===== src/rtl/hex_display_scheduler.sv =====
// hex_display_scheduler
//   Lets two requesters share one external combinational seven-segment
//   decoder and a bank of NUM_DIGITS HEX displays. Requester B (error or
//   syndrome status) has priority over requester A (normal data).
//   The owner's nibbles are copied into a shadow register. They are then
//   scanned one digit per cycle through the decoder, and the registered
//   segment patterns are held for HOLD_CYCLES before the next arbitration.
//
//   Optional build macro: HEX_SCHED_PREEMPT_EN
//     When defined, a B request aborts A's HOLD on the next edge.
//     When undefined, B waits for A's terminal count.
//
// Ports
//   clk, reset     : system clock; synchronous active-high reset
//   req_a, data_a  : requester A level request and nibbles (digit i = [4i+3:4i])
//   req_b, data_b  : requester B (priority), same packing
//   dec_in         : nibble presented to the shared decoder
//   dec_seg        : decoder result for dec_in, same cycle, active-low
//   hex_out        : registered segments, digit i = [7i+6:7i]
//   gnt_a, gnt_b   : registered, mutually exclusive ownership flags
//   frame_done     : one-cycle pulse in the first HOLD cycle
//   busy           : high in LOAD or SCAN

// One HEX digit's segment register. It is blanked on reset or by the blank
// strobe, and otherwise captures the decoder output when selected.
module hex_digit_reg (
  input  logic       clk,
  input  logic       reset,
  input  logic       blank,
  input  logic       we,
  input  logic [6:0] seg,
  output logic [6:0] q
);
  always_ff @(posedge clk) begin
    if (reset || blank) q <= 7'h7F;
    else if (we)        q <= seg;
  end
endmodule

module hex_display_scheduler #(
  parameter int NUM_DIGITS  = 6,
  parameter int HOLD_CYCLES = 50_000_000
) (
  input  logic                    clk,
  input  logic                    reset,
  input  logic                    req_a,
  input  logic [4*NUM_DIGITS-1:0] data_a,
  input  logic                    req_b,
  input  logic [4*NUM_DIGITS-1:0] data_b,
  output logic [3:0]              dec_in,
  input  logic [6:0]              dec_seg,
  output logic [7*NUM_DIGITS-1:0] hex_out,
  output logic                    gnt_a,
  output logic                    gnt_b,
  output logic                    frame_done,
  output logic                    busy
);
  localparam int IW = (NUM_DIGITS > 1) ? $clog2(NUM_DIGITS) : 1;
  localparam int CW = $clog2(HOLD_CYCLES);
  localparam logic [IW-1:0] LAST_IDX = IW'(NUM_DIGITS - 1);
  localparam logic [CW-1:0] LAST_CNT = CW'(HOLD_CYCLES - 1);

  typedef enum logic [1:0] {S_IDLE, S_LOAD, S_SCAN, S_HOLD} state_t;

  state_t                       state, state_nxt;
  logic                         gnt_a_nxt, gnt_b_nxt;
  logic [NUM_DIGITS-1:0][3:0]   shadow;
  logic [IW-1:0]                idx;
  logic [CW-1:0]                cnt;
  logic                         hold_done;
  logic                         scan_last;
  logic                         blank_all;
  logic [NUM_DIGITS-1:0]        dig_we;

  assign hold_done = (cnt == LAST_CNT);
  assign scan_last = (state == S_SCAN) && (idx == LAST_IDX);

  // State register
  always_ff @(posedge clk) begin
    if (reset) begin
      state <= S_IDLE;
      gnt_a <= 1'b0;
      gnt_b <= 1'b0;
    end else begin
      state <= state_nxt;
      gnt_a <= gnt_a_nxt;
      gnt_b <= gnt_b_nxt;
    end
  end

  // Next state and ownership
  always_comb begin
    state_nxt = state;
    gnt_a_nxt = gnt_a;
    gnt_b_nxt = gnt_b;
    case (state)
      S_IDLE: begin
        gnt_a_nxt = 1'b0;
        gnt_b_nxt = 1'b0;
        if (req_b) begin
          state_nxt = S_LOAD;
          gnt_b_nxt = 1'b1;
        end else if (req_a) begin
          state_nxt = S_LOAD;
          gnt_a_nxt = 1'b1;
        end
      end
      S_LOAD: state_nxt = S_SCAN;
      S_SCAN: if (idx == LAST_IDX) state_nxt = S_HOLD;
      S_HOLD: begin
        // Re-arbitrate only at terminal count. The current owner may win
        // again, and that refreshes its snapshot.
        if (hold_done) begin
          if (req_b) begin
            state_nxt = S_LOAD;
            gnt_a_nxt = 1'b0;
            gnt_b_nxt = 1'b1;
          end else if (req_a) begin
            state_nxt = S_LOAD;
            gnt_a_nxt = 1'b1;
            gnt_b_nxt = 1'b0;
          end else begin
            state_nxt = S_IDLE;
            gnt_a_nxt = 1'b0;
            gnt_b_nxt = 1'b0;
          end
        end
`ifdef HEX_SCHED_PREEMPT_EN
        // Error status cuts A's hold short. LOAD and SCAN always complete.
        if (gnt_a && req_b) begin
          state_nxt = S_LOAD;
          gnt_a_nxt = 1'b0;
          gnt_b_nxt = 1'b1;
        end
`endif
      end
      default: state_nxt = S_IDLE;
    endcase
  end

  // Snapshot, scan index, hold counter, frame pulse
  always_ff @(posedge clk) begin
    if (reset) begin
      shadow     <= '0;
      idx        <= '0;
      cnt        <= '0;
      frame_done <= 1'b0;
    end else begin
      frame_done <= scan_last;
      case (state)
        S_IDLE: begin
          idx <= '0;
          cnt <= '0;
        end
        S_LOAD: begin
          // Grant was decided on the previous edge, so it selects the bus here.
          shadow <= gnt_b ? data_b : data_a;
          idx    <= '0;
        end
        S_SCAN: begin
          // The index stays on the last digit so that HOLD keeps presenting it.
          if (idx != LAST_IDX) idx <= idx + 1'b1;
          cnt <= '0;
        end
        S_HOLD: if (!hold_done) cnt <= cnt + 1'b1;
        default: ;
      endcase
    end
  end

  always_comb begin
    dec_in = 4'h0;
    if (state == S_SCAN || state == S_HOLD) dec_in = shadow[idx];
  end

  assign busy = (state == S_LOAD) || (state == S_SCAN);

  // Blank while idle, and on the edge that returns to IDLE, so that the
  // display goes dark as soon as nobody owns it.
  assign blank_all = (state == S_IDLE) || ((state == S_HOLD) && (state_nxt == S_IDLE));

  for (genvar g = 0; g < NUM_DIGITS; g++) begin : g_dig
    assign dig_we[g] = (state == S_SCAN) && (idx == IW'(g));
    hex_digit_reg u_dig (
      .clk   (clk),
      .reset (reset),
      .blank (blank_all),
      .we    (dig_we[g]),
      .seg   (dec_seg),
      .q     (hex_out[7*g +: 7])
    );
  end

endmodule


===== config.mk =====
export PLATFORM = sky130hd
export DESIGN_NAME = hex_display_scheduler
export DESIGN_NICKNAME = d
export VERILOG_FILES = /design/src/rtl/hex_display_scheduler.sv
export SDC_FILE = /design/constraint.sdc
export NUM_CORES = 1
export LEC_CHECK = 0
export ABC_AREA = 1
export CAP_MARGIN = 20
export CORE_MARGIN = 1.5
export CORE_UTILIZATION = 35
export DETAILED_ROUTE_END_ITERATION = 7
export PLACE_DENSITY = 0.58
export SYNTH_ARGS = -nofsm -noshare
export SYNTH_HDL_FRONTEND = slang
export SYNTH_SLANG_ARGS = --single-unit

===== constraint.sdc =====
create_clock -name clk -period 2.6 [get_ports clk]
set_clock_uncertainty 0.1 [all_clocks]
set_input_delay 0.65 -clock clk [delete_from_list [all_inputs] [get_ports clk]]
set_output_delay 0.65 -clock clk [all_outputs]
set_load 0.05 [all_outputs]

After elaboration in Yosys (flattened, before gate mapping)

Cells that the tools add are included.

Bitwise logic cells: 0
Shift operators: 0
Mux-type cells: 22
Equality and inequality tests: 13
Multipliers: 0
Divide/modulo/power cells: 0
Add/sub/neg operators: 2
Order comparisons: 1
Reductions and logical operators: 22

Operator list:

| cell                    | number |
|---|---|
| $pmux W26 S2            | 1 |
| $add A26 B1 Y26 const B | 1 |
| $eq A26 B26 Y1 const B  | 1 |
| $mux W26                | 1 |
| $mux W24                | 1 |
| $bmux W4 S3             | 1 |
| $mux W2                 | 4 |
| $mux W4                 | 2 |
| $pmux W2 S4             | 1 |
| $logic_and A1 B1 Y1     | 7 |
| $mux W1                 | 7 |
| $eq A3 B2 Y1 const B    | 2 |
| $eq A3 B3 Y1 const B    | 2 |
| $pmux W3 S2             | 1 |
| $reduce_and A2 Y1       | 3 |
| $reduce_bool A2 Y1      | 3 |
| $eq A2 B2 Y1 const B    | 2 |
| $logic_not A2 Y1        | 2 |
| $logic_or A1 B1 Y1      | 4 |
| $lt A3 B4 Y1 const B    | 1 |
| $ne A2 B2 Y1 const B    | 2 |
| $pmux W1 S2             | 2 |
| $reduce_or A2 Y1        | 2 |
| $add A3 B1 Y3 const B   | 1 |
| 6 further kinds         | 6 |

Flip-flop bits (word level): 100
Logic and storage cells: 78
Output and inout port bits: 50
Bits in writable memories: 0
Memories: 0
Bits in latches: 0
ROM bits: 0

Logic depth before layout (Yosys ltp)

Depth after elaboration: 8
Gate-level depth with buffers: 14
Gate-level depth less buffers: 13

Modules after synthesis

A second synthesis with hierarchy kept.

Cell total of the unflattened synthesis: 796
Area, all modules: 5,246.3 µm²

Modules (own cells, without submodules):

| module                | area each (µm²) | instances | cells each | sequential area each (µm²) |
|---|---|---|---|---|
| hex_display_scheduler | 3,752.3         | 1         | 610        | 1,161.1 |
| hex_digit_reg         | 249.0           | 6         | 31         | 140.1 |

Worst setup path before layout

OpenSTA, ideal clock, no wires.

Path type: register to output
Start point: register idx[0]
End point: output dec_in[2]
Arrival: 1,788 ps
Slack: 62 ps
Buffers on the path: 1
Stages on the path, launching flop included: 7
Path through: dfxtp_1 inv_1 buf_1 nor2_1 o22ai_1 nand2_1 a21oi_1

Word-level cells in the longest chain between the ends: 3

RTL lines:

| what                          | RTL line | text |
|---|---|---|
| start: declaration            | 68       | `logic [IW-1:0] idx;` |
| start signal: assignment      | 162      | `if (idx != LAST_IDX) idx <= idx + 1'b1;` |
| $bmux W4 S3                   | 173      | `if (state == S_SCAN \|\| state == S_HOLD) dec_in = shadow[idx];` |
| $mux W4 (implied by the code) | 173      |  |
| $mux W4                       | 173      |  |
| end: declaration              | 50       | `output logic [3:0] dec_in,` |

No other way between the ends. The select of a mux whose other input is x is not followed.

Worst setup path in the final report

Start point: register idx[0]
End point: output dec_in[1]

Same word-level chain as after synthesis.

==> flow_metrics.tcl <==
set metrics [dict create \
    status "completed" \
    drt-vias-per-instance 4.867 \
    dieHeight_um 124.7 \
    total_power_mw 3.518 \
    async_reset_ff_share_pct 0 \
    synth-edff-count 0 \
    crit_slowest_cell "dfxtp_1" \
    drive_above_1_share_pct 13.50 \
    cp_max_fo 16 \
    ys_types 31 \
    synth_warnings 0 \
    track_usage_pct 17.93 \
    synth-seq-area-share_pct 38.60 \
    rsz0062_at_grt "no" \
    clk_pin_slew_ns 0.07 \
    critPathKind "register to output pin" \
    grt_pass1_wl_um 22890 \
    synth.area.top_cells "dfxtp_1 (39%), nand2_1 (10%), mux2i_1 (8.1%)" \
    dieArea_sq_um 15560 \
    antenna_found_initial 0 \
    yosysTopAreaCell "dfxtp_1" \
    maxSlewHeadroom_pct 62.94 \
    portBuffers 108 \
    path_delay_family "compound AO/OA/AOI/OAI gates" \
    pwr-share-comb_pct 15.8 \
    p_per_area_nw_per_um2 514.5 \
    finalHoldViolCount 0 \
    initial_core_util_pct 35.82 \
    cp.buffers_inverters 2 \
    synth_commonest_cells "nand2_1 (143), dfxtp_1 (100), inv_1 (61)" \
    drt-pass1-iter-count 4 \
    fmax_ghz 0.4055 \
    antenna_left 0 \
    htree_num_levels 3 \
    avgRoutedWirePerCell_um 14.23 \
    switching_share_pct 28.63 \
    cts.path.max_buffers 2 \
    endpoint_kind "output pin" \
    drt_iter0_drc 219 \
    hpwl_um 10420 \
    yosysMostFrequentCell "nand2_1" \
    coreArea_sq_um 14480 \
    clock-sinks 100 \
    hold_buffers 0 \
    boundaryPins 109 \
    ys_seq_elements 100 \
    syn_inst 671 \
    cts_made_buffers 9 \
    reg2reg_depth 14 \
    synth-main-ff-cell "dfxtp_1" \
    grt_overflow_total 0 \
    leakagePower_nw 2.876 \
    nNetsFinal 843 \
    synth_top_area_share_pct 38.60 \
    globalplace.congestion 0.9390 \
    grt_pass1_vias 4670 \
    tritoncts "done" \
    cts-root-buf "clkbuf_16" \
    dpl.cell_count 946 \
    fp-row-count 44 \
    drt-total-wl_um 13690 \
    postSynthAreaPerCell_sq_um 7.729 \
    required_ns 1.85 \
    cpPeakStageDelay_ns 0.37 \
    hold_depth 2 \
    hold_path.class "register to register" \
    irDropWorstVdd_mv 0.2813 \
    period_minus_slack_ns 2.466 \
    finalMaxSlewViolations 0 \
    worst_pin_slew_ns 0.5542 \
    maxCapViolations 0 \
    grt_max_degree 49 \
    arrival_ns 1.72 \
    period_share_pct 94.84 \
    clk-insertion-delay-late_ns 0.35 \
    fin_cells 962 \
    p_switching_mw 1.007 \
    path_cells "clkinvlp_4 -> o21a_1 -> o21ai_0 -> a21oi_2 -> buf_12" \
    cts_setup_buffers 0 \
    synth_nets 741 \
    drcViolationCount 0 \
    die_w_um 124.7 \
    num_vias 4682 \
    power_frac_seq_pct 46.5 \
    diodes 0 \
    clockPowerShare_pct 37.7 \
    syn_area_sq_um 5186 \
    area_growth_syn_to_layout_pct 31.85 \
    setup_tns_ns 0 \
    setup_viol 0 \
    p_int_mw 2.511 \
    crit_path_start_kind "register" \
    cp.depth 5 \
]
tightest hold or removal path, delay by kind of cell (launching register included):
family	cells	cell delay, ns
AO/OA/AOI/OAI	1	0.05
flip-flops	1	0.31
AND/OR/NAND/NOR	1	0.06
area by class of cell:
class,instances,area [sq um]
Fill cell,1464,7641
Multi-Input combinational cell,473,2800
Sequential cell,100,2002
Timing Repair Buffer,122,1259
Inverter,67,255.2
Clock buffer,11,242.7
Tap cell,184,230.2
Clock inverter,5,48.80
power by group through the flow:
stage          clock [mW]  combinational [mW]  sequential, mW
2_1_floorplan           0               0.344            1.67
3_3_place_gp            0               0.552            1.67
3_5_place_dp            0               0.557            1.67
4_1_cts              1.36               0.559            1.63
5_1_grt              1.44               0.616            1.64
6_report             1.33               0.556            1.64
cells in the final DEF (no fill, tap or decap), drive strengths merged, types with 2 or more instances in the layout:
master and n:
nand2 151, clkdlybuf4s50 102, dfxtp 100, nand3 93, inv 71, nor2 60, mux2i 42, a21oi 32
o21ai 24, o211ai 24, buf 20, ha 11, clkbuf 11, nand4 9, o21a 6, nor3 6
a211oi 5, o22ai 4, or2 2, xor2 2
stage by stage:
stage / setup WS [ns] / util [%] / hold WS [ns] / area, sq um
global placement: 0.1320 / 45.08 / 0.3541 / 6528
detailed placement: 0.08896 / 45.08 / 0.3603 / 6528
CTS: 0.03540 / 47.11 / 0.3696 / 6822
global route: 0.007176 / 47.23 / 0.3969 / 6838
floorplan: 0.06213 / - / 0.3367 / 5186
finish: 0.1342 / 47.23 / 0.3663 / 6838
layer usage:
layer / up-vias / part of all wire (%) / track usage (%) / wire length (um)
met3: 9 / 5.2 / 5.885 / 718
met1: 2159 / 47 / 22.46 / 6495
li1: 2430 / - / - / -
met4: 0 / 0.89 / 3.448 / 122
met2: 84 / 46 / 30.19 / 6349
met5: - / 0 / 0 / 0
path summary, 6_finish.rpt:
check,start,slack (ns),to
worst max-delay path,idx[0],0.13,dec_in[1]
worst min-delay path,gnt_a,0.37,gnt_a
worst max register to register,cnt[1],0.37,g_dig[0].u_dig.q[4]
worst min register to register,gnt_a,0.37,gnt_a
cells by family (layout without fill, tap and decap cells):
logic type | count (synthesis) | after routing | synth area share, %
buf+inv | 98 | 205 | 7.841
simple gates | 321 | 321 | 31.12
flops | 100 | 100 | 38.60
compound gates | 96 | 96 | 11.17
fa+ha+maj | 11 | 11 | 2.654
xor+xnor | 3 | 3 | 0.5067
mux | 42 | 42 | 8.106
repair_timing:
item	4_1_cts	5_1_grt
hold endpoints to repair	0	0
cloned	0	0
gates resized for setup	1	6
endpoints found under the setup margin	4	4
flip-flops by register name, indices dropped and copies added, names as in the netlist:
register,count
frame_done,1
gnt_b,1
g_dig.u_dig.q,42
gnt_a,1
state,2
cnt,26
shadow,24
idx,3
(Power assumes the default switching activity.)
